File: config.mk
export PLATFORM = sky130hd
export DESIGN_NAME = word_tokenizer
export DESIGN_NICKNAME = d
export VERILOG_FILES = /design/src/rtl/forth_pkg.sv /design/src/rtl/tok_dec_accum.sv /design/src/rtl/word_tokenizer.sv
export SDC_FILE = /design/constraint.sdc
export NUM_CORES = 1
export LEC_CHECK = 0
export ABC_CLOCK_PERIOD_IN_PS = 4760
export CAP_MARGIN = 10
export CORE_ASPECT_RATIO = 1.4
export CORE_UTILIZATION = 52
export CTS_CLUSTER_SIZE = 14
export DETAILED_ROUTE_END_ITERATION = 7
export HOLD_SLACK_MARGIN = 0.02
export PLACE_DENSITY = 0.85
export SLEW_MARGIN = 20
export SYNTH_ARGS = -nofsm -noshare
export SYNTH_HDL_FRONTEND = slang
export SYNTH_SLANG_ARGS = --single-unit
File: constraint.sdc
create_clock -name i_clk -period 4.76 [get_ports i_clk]
set_input_delay 0.476 -clock i_clk [delete_from_list [all_inputs] [get_ports i_clk]]
set_output_delay 0.476 -clock i_clk [all_outputs]
set_load 0.05 [all_outputs]
File: src/rtl/forth_pkg.sv
// Shared Forth front-end constants: delimiters, ASCII digits/sign,
// tokenizer state encoding and key shape defaults.
package forth_pkg;

  localparam int KEY_WIDTH_DEF   = 8;
  localparam int KEY_LENGTH_DEF  = 8;
  localparam int VALUE_WIDTH_DEF = 32;

  localparam logic [7:0] CH_SP  = 8'h20;
  localparam logic [7:0] CH_TAB = 8'h09;
  localparam logic [7:0] CH_LF  = 8'h0A;
  localparam logic [7:0] CH_CR  = 8'h0D;
  localparam logic [7:0] CH_NUL = 8'h00;

  localparam logic [7:0] CH_0     = 8'h30;
  localparam logic [7:0] CH_9     = 8'h39;
  localparam logic [7:0] CH_MINUS = 8'h2D;

  typedef enum logic [1:0] {
    ST_SKIP  = 2'd0,
    ST_ACCUM = 2'd1,
    ST_EMIT  = 2'd2
  } tok_state_e;

endpackage

File: src/rtl/tok_dec_accum.sv
// Signed decimal literal recogniser for one word, fed a char per strobe.
// o_acc already carries the sign; o_is_num is 1 only for [-]digit+.
module tok_dec_accum
  import forth_pkg::*;
#(
  parameter int KEY_WIDTH   = KEY_WIDTH_DEF,
  parameter int VALUE_WIDTH = VALUE_WIDTH_DEF
) (
  input  logic                   i_clk,
  input  logic                   i_rst,
  input  logic                   i_clear,
  input  logic                   i_strobe,
  input  logic [KEY_WIDTH-1:0]   i_char,
  output logic [VALUE_WIDTH-1:0] o_acc,
  output logic                   o_is_num
);

  logic [VALUE_WIDTH-1:0] r_acc;
  logic                   r_neg;
  logic                   r_seen;
  logic                   r_bad;

  logic                   w_is_digit;
  logic                   w_minus;
  logic [VALUE_WIDTH-1:0] w_digit;
  logic [VALUE_WIDTH-1:0] w_next;

  assign w_is_digit = (i_char >= KEY_WIDTH'(CH_0)) &&
                      (i_char <= KEY_WIDTH'(CH_9));
  assign w_minus    = (i_char == KEY_WIDTH'(CH_MINUS));
  assign w_digit    = VALUE_WIDTH'(i_char[3:0]);
  // acc*10 + d, wrapping modulo 2^VALUE_WIDTH
  assign w_next     = (r_acc << 3) + (r_acc << 1) + w_digit;

  always_ff @(posedge i_clk or posedge i_rst) begin
    if (i_rst) begin
      r_acc  <= '0;
      r_neg  <= 1'b0;
      r_seen <= 1'b0;
      r_bad  <= 1'b0;
    end else if (i_strobe) begin
      if (i_clear) begin
        r_neg  <= w_minus;
        r_seen <= w_is_digit;
        r_bad  <= !w_minus && !w_is_digit;
        r_acc  <= w_is_digit ? w_digit : '0;
      end else if (w_is_digit) begin
        r_acc  <= w_next;
        r_seen <= 1'b1;
      end else begin
        r_bad  <= 1'b1;
      end
    end
  end

  assign o_acc    = r_neg ? (~r_acc + 1'b1) : r_acc;
  assign o_is_num = r_seen && !r_bad;

endmodule

File: src/rtl/word_tokenizer.sv
// Whitespace word splitter producing zero-padded fixed-length keys.
// Define TOKENIZER_NUMBER_EN to add the signed decimal literal parse.
module word_tokenizer
  import forth_pkg::*;
#(
  parameter int KEY_WIDTH   = KEY_WIDTH_DEF,
  parameter int KEY_LENGTH  = KEY_LENGTH_DEF
`ifdef TOKENIZER_NUMBER_EN
  ,
  parameter int VALUE_WIDTH = VALUE_WIDTH_DEF
`endif
) (
  input  logic                   i_clk,
  input  logic                   i_rst,
  input  logic                   i_valid,
  input  logic [KEY_WIDTH-1:0]   i_char,
  output logic                   o_ready,
  output logic                   o_valid,
  input  logic                   i_ready,
  output logic [KEY_WIDTH-1:0]   o_key [KEY_LENGTH-1:0],
  output logic [$clog2(KEY_LENGTH+1)-1:0] o_len,
  output logic                   o_trunc
`ifdef TOKENIZER_NUMBER_EN
  ,
  output logic                   o_is_num,
  output logic [VALUE_WIDTH-1:0] o_num
`endif
);

  localparam int LW = $clog2(KEY_LENGTH+1);

  tok_state_e           r_state;
  logic [KEY_WIDTH-1:0] r_key [KEY_LENGTH-1:0];
  logic [LW-1:0]        r_len;
  logic                 r_trunc;
  logic                 r_valid;

  logic w_delim;
  logic w_take;

  assign w_delim = (i_char == KEY_WIDTH'(CH_SP))  ||
                   (i_char == KEY_WIDTH'(CH_TAB)) ||
                   (i_char == KEY_WIDTH'(CH_LF))  ||
                   (i_char == KEY_WIDTH'(CH_CR))  ||
                   (i_char == KEY_WIDTH'(CH_NUL));

  assign o_ready = (r_state != ST_EMIT) && !i_rst;
  assign w_take  = i_valid && o_ready;

`ifdef TOKENIZER_NUMBER_EN
  logic [VALUE_WIDTH-1:0] w_acc;
  logic                   w_is_num;
  logic                   r_is_num;
  logic [VALUE_WIDTH-1:0] r_num;

  tok_dec_accum #(
    .KEY_WIDTH   (KEY_WIDTH),
    .VALUE_WIDTH (VALUE_WIDTH)
  ) u_dec (
    .i_clk    (i_clk),
    .i_rst    (i_rst),
    .i_clear  (r_state == ST_SKIP),
    .i_strobe (w_take && !w_delim),
    .i_char   (i_char),
    .o_acc    (w_acc),
    .o_is_num (w_is_num)
  );

  // Latch the parse as the word closes so it stays stable through EMIT
  always_ff @(posedge i_clk or posedge i_rst) begin
    if (i_rst) begin
      r_is_num <= 1'b0;
      r_num    <= '0;
    end else if (r_state == ST_ACCUM && w_take && w_delim) begin
      r_is_num <= w_is_num;
      r_num    <= w_is_num ? w_acc : '0;
    end
  end

  assign o_is_num = r_is_num;
  assign o_num    = r_num;
`endif

  always_ff @(posedge i_clk or posedge i_rst) begin
    if (i_rst) begin
      r_state <= ST_SKIP;
      r_len   <= '0;
      r_trunc <= 1'b0;
      r_valid <= 1'b0;
      for (int i = 0; i < KEY_LENGTH; i++)
        r_key[i] <= '0;
    end else begin
      unique case (r_state)
        ST_SKIP: begin
          if (w_take && !w_delim) begin
            for (int i = 0; i < KEY_LENGTH; i++)
              r_key[i] <= '0;
            r_key[0] <= i_char;
            r_len    <= LW'(1);
            r_trunc  <= 1'b0;
            r_state  <= ST_ACCUM;
          end
        end
        ST_ACCUM: begin
          if (w_take) begin
            if (w_delim) begin
              r_valid <= 1'b1;
              r_state <= ST_EMIT;
            end else if (r_len < LW'(KEY_LENGTH)) begin
              for (int i = 0; i < KEY_LENGTH; i++)
                if (r_len == LW'(i))
                  r_key[i] <= i_char;
              r_len <= r_len + LW'(1);
            end else begin
              r_trunc <= 1'b1;
            end
          end
        end
        ST_EMIT: begin
          if (i_ready) begin
            r_valid <= 1'b0;
            r_state <= ST_SKIP;
          end
        end
        default: begin
          r_valid <= 1'b0;
          r_state <= ST_SKIP;
        end
      endcase
    end
  end

  assign o_valid = r_valid;
  assign o_key   = r_key;
  assign o_len   = r_len;
  assign o_trunc = r_trunc;

endmodule

==> summary.log <==
INFO  run_status     outcome=finished, final reports clean
INFO  synthesis      synthesis.area=0.00314sqmm
INFO  cells_and_area layout-drive-gt1-share=0.290
INFO  timing         slew_headroom=0.323
INFO  grt            grt_pass1_vias=2,125
INFO  worst_setup_path reg_to_reg_critical_path_endpoint=o_key[51]$_DFFE_PP0P_
INFO  cells_and_area filler_cell_count=409
INFO  timing         max_clock_freq=340MHz
INFO  clock_tree     worstSkewPairLatency=350ps
INFO  timing         maxSlewViolCount=0
INFO  timing         timing_worst_slew_pin_value=1010ps
INFO  die            design.die.area=0.00637sqmm
INFO  die            placement_rows=33
INFO  die            effective_utilization_at_floorplan=0.536
INFO  worst_setup_path slowest_stage=sky130_fd_sc_hd__clkdlybuf4s50_1
INFO  timing         unrepaired_setup_endpoints_after_global_routing=false
INFO  timing         finalHoldViolCount=0
INFO  synthesis      synth-edff-count=0
INFO  clock_tree     holdBufCountCts=0
INFO  synthesis      postSynthRegisterBits=72
INFO  placed_design  finalWeightedCongestion=0.902
INFO  clock_tree     cts_setup_buffers=0
INFO  worst_setup_path worst_path_dominant_cell_family=buffers and inverters
INFO  drt            route.vias.total=2,091
INFO  die            core=0.00586sqmm
INFO  synthesis      async_flop_share=1.00
INFO  worst_setup_path crit_chain=clkinv_1, a21oi_1, clkdlybuf4s50_1
INFO  synthesis      yosysTopAreaCellShare=0.573
INFO  die            floorplan.die.width=67.7um
INFO  timing         finalSetupTns=0ps
INFO  cells_and_area insertedDiodeCount=0
INFO  die            fp.dieH=94.0um
INFO  worst_setup_path cpPeakStageDelay=830ps
INFO  grt            grt_first_pass_wirelength=11,300um
INFO  drt            wirelength_routed=7210um
INFO  synthesis      synth_cells=214
INFO  placed_design  place.detailed.hpwl=4960um
INFO  synthesis      synthFlopType=sky130_fd_sc_hd__dfrtp_1
INFO  clock_tree     tritoncts=built
INFO  placed_design  portbufs=82
INFO  synthesis      mappedNetlistNets=230
INFO  synthesis      synth.most_common_cell=sky130_fd_sc_hd__dfrtp_1
INFO  timing         final.period_utilization=0.619
INFO  drt            drt_pre_antenna_iters=5
INFO  grt            grtUsageTotal=0.253
INFO  clock_tree     cts.clk_slew.worst_paths=80ps
INFO  min_path       timing.hold.worst_endpoint=o_key[37]$_DFFE_PP0P_
INFO  drt            viasPerCell=5.55
INFO  worst_setup_path worstPathBufferInverterCount=2
INFO  grt            globalRoute.totalOverflow=0
INFO  synthesis      ys_top_cells_by_count=72 x sky130_fd_sc_hd__dfrtp_1, 58 x sky130_fd_sc_hd__mux2_2, 8 x sky130_fd_sc_hd__and2_0
INFO  worst_setup_path rrSetupSlack=2250ps
INFO  worst_setup_path crit_required=4280ps
INFO  timing         final.hold.worst_slack=495ps
INFO  worst_setup_path cp.arrival=2470ps
INFO  clock_tree     cts.sinks=72
INFO  worst_setup_path worst-path-max-fanout=13
INFO  cells_and_area sequential_cell_area=0.00180sqmm
INFO  clock_tree     cts_buffer_depth=2
INFO  clock_tree     cts-root-buf=sky130_fd_sc_hd__clkbuf_8
INFO  grt            maximum_number_of_pins_on_one_net_before_global_route_repair=40
INFO  drt            wl_per_cell=19.1um
INFO  placed_design  pre_cts_ws=1690ps
INFO  timing         fin_crit=2950ps
INFO  synthesis      count_of_warnings_emitted_by_yosys=0
INFO  min_path       min-delay-path-class=reg -> reg
INFO  timing         timing.final.setup_violations=0
INFO  synthesis      cell_types_with_the_largest_area_share_after_synthesis=sky130_fd_sc_hd__dfrtp_1 57%, sky130_fd_sc_hd__mux2_2 21%, sky130_fd_sc_hd__mux2_1 2.1%, sky130_fd_sc_hd__o221ai_4 1.7%, sky130_fd_sc_hd__and2_0 1.6%
INFO  min_path       hold_start=o_key[37]$_DFFE_PP0P_
INFO  clock_tree     postCtsResizedCells=0
INFO  cells_and_area multi_input_comb_area=0.00128sqmm
INFO  synthesis      netlist-cell-type-count=39
INFO  synthesis      netlist.top_cell.by_area=sky130_fd_sc_hd__dfrtp_1
INFO  worst_setup_path reg2regPathDepth=4
INFO  cells_and_area final_net_count=318
INFO  worst_setup_path worst_setup_path_end_kind=output port
INFO  worst_setup_path worstSetupStartpointType=register
INFO  cells_and_area synthToLayoutAreaGrowth=34.9%
INFO  drt            dr.first_iter.drc_count=144
INFO  worst_setup_path timing_worst_setup_path_type=reg -> out
INFO  worst_setup_path crit-reg2reg-launch=r_state[0]$_DFFE_PP0P_
INFO  clock_tree     htree_levels=3
INFO  timing         fin_worst_skew=11.3ps
INFO  drt            drt_drc_violations_left=0
INFO  drt            antenna_left=0
INFO  synthesis      synth-seq-area-share=0.573
INFO  min_path       whs_path_depth=1
INFO  clock_tree     cts-buffers-inserted=9
INFO  grt            initial_antenna_violation_count=0
INFO  job            drv.max_cap_violation_count=0
INFO  synthesis      syn_avg_cell_area=14.7squm
INFO  die            io-pin-count=83
INFO  timing         finalWorstSetupSlack=1810ps
worst max-delay path by stage:
stage	from	to	slack, ps	cells after the start
after CTS	r_state[0]$_DFFE_PP0P_	o_ready	1830	3
after global routing	r_state[0]$_DFFE_PP0P_	o_ready	1660	3
after global placement	i_valid	o_key[31]$_DFFE_PP0P_	1780	5
after floorplan	i_rst	o_key[0]$_DFFE_PP0P_	2460	1
after detailed placement	i_rst	o_key[29]$_DFFE_PP0P_	1690	5
final	r_state[0]$_DFFE_PP0P_	o_ready	1810	3
cells in the final DEF, fill, tap and decap left out, types with 2 or more instances in the layout:
cell	n
sky130_fd_sc_hd__o21ai_4	3
sky130_fd_sc_hd__ha_1	4
sky130_fd_sc_hd__o221ai_2	2
sky130_fd_sc_hd__clkbuf_8	10
sky130_fd_sc_hd__nor2_1	4
sky130_fd_sc_hd__o2bb2ai_1	2
sky130_fd_sc_hd__o211ai_1	2
sky130_fd_sc_hd__nand3b_1	3
sky130_fd_sc_hd__clkdlybuf4s50_1	82
sky130_fd_sc_hd__a21oi_1	5
sky130_fd_sc_hd__inv_1	5
sky130_fd_sc_hd__dfrtp_1	72
sky130_fd_sc_hd__nor2b_1	2
sky130_fd_sc_hd__mux2_2	58
sky130_fd_sc_hd__nand2b_1	2
sky130_fd_sc_hd__o21ai_0	3
sky130_fd_sc_hd__a2bb2oi_1	3
sky130_fd_sc_hd__bufinv_16	2
sky130_fd_sc_hd__mux2_1	6
sky130_fd_sc_hd__nand3_1	2
sky130_fd_sc_hd__and2_0	8
sky130_fd_sc_hd__clkinv_2	3
sky130_fd_sc_hd__and3_1	3
sky130_fd_sc_hd__nor3b_1	2
sky130_fd_sc_hd__o221ai_4	2
sequential cells by signal (all words and copies together), names as in the netlist:
register,count
o_trunc,1
o_len,4
r_state,2
o_key,64
o_valid,1
per-stage QoR:
step / util / cell area, sq um / cells
3_5_place_dp: 0.686 / 4020 / 361
3_3_place_gp: 0.686 / 4020 / 361
2_1_floorplan: - / 3140 / 214
5_1_grt: 0.723 / 4240 / 377
6_report: 0.723 / 4240 / 377
4_1_cts: 0.723 / 4240 / 377
layout make-up:
cell class,instances,share of cell area
Clock buffer,10,0.0324
Clock inverter,6,0.0195
Inverter,7,0.00619
Multi-Input combinational cell,129,0.301
Sequential cell,72,0.425
Tap cell,70,0.0206
Timing Repair Buffer,83,0.195
worst reg2reg max path: cells and delay by family (launching register included):
kind / cells / cell delay (ps)
and+or+nand+nor: 2 / 1190
buffers and inverters: 1 / 410
DFF: 1 / 610
muxes: 1 / 240
layer usage:
metal	global-route usage	vias to the layer above	part of all wire	routed length, um
met5	0	-	0	0
met4	0.121	0	0.017	121
met3	0.0437	12	0.046	329
met2	0.413	69	0.53	3810
met1	0.320	1061	0.41	2950
li1	-	949	-	-
kinds of logic after synthesis:
group | after synthesis | share of synthesized area
flip-flops | 72 | 0.573
adder cells (fa/ha/maj) | 4 | 0.0159
AND/OR/NAND/NOR | 31 | 0.0593
multiplexers | 66 | 0.237
buffers and inverters | 13 | 0.0207
AO/OA/AOI/OAI | 28 | 0.0939
Power is left out: the tool's default activity adds up to more than one toggle a clock period on the data nets, which glitch-free logic cannot reach.
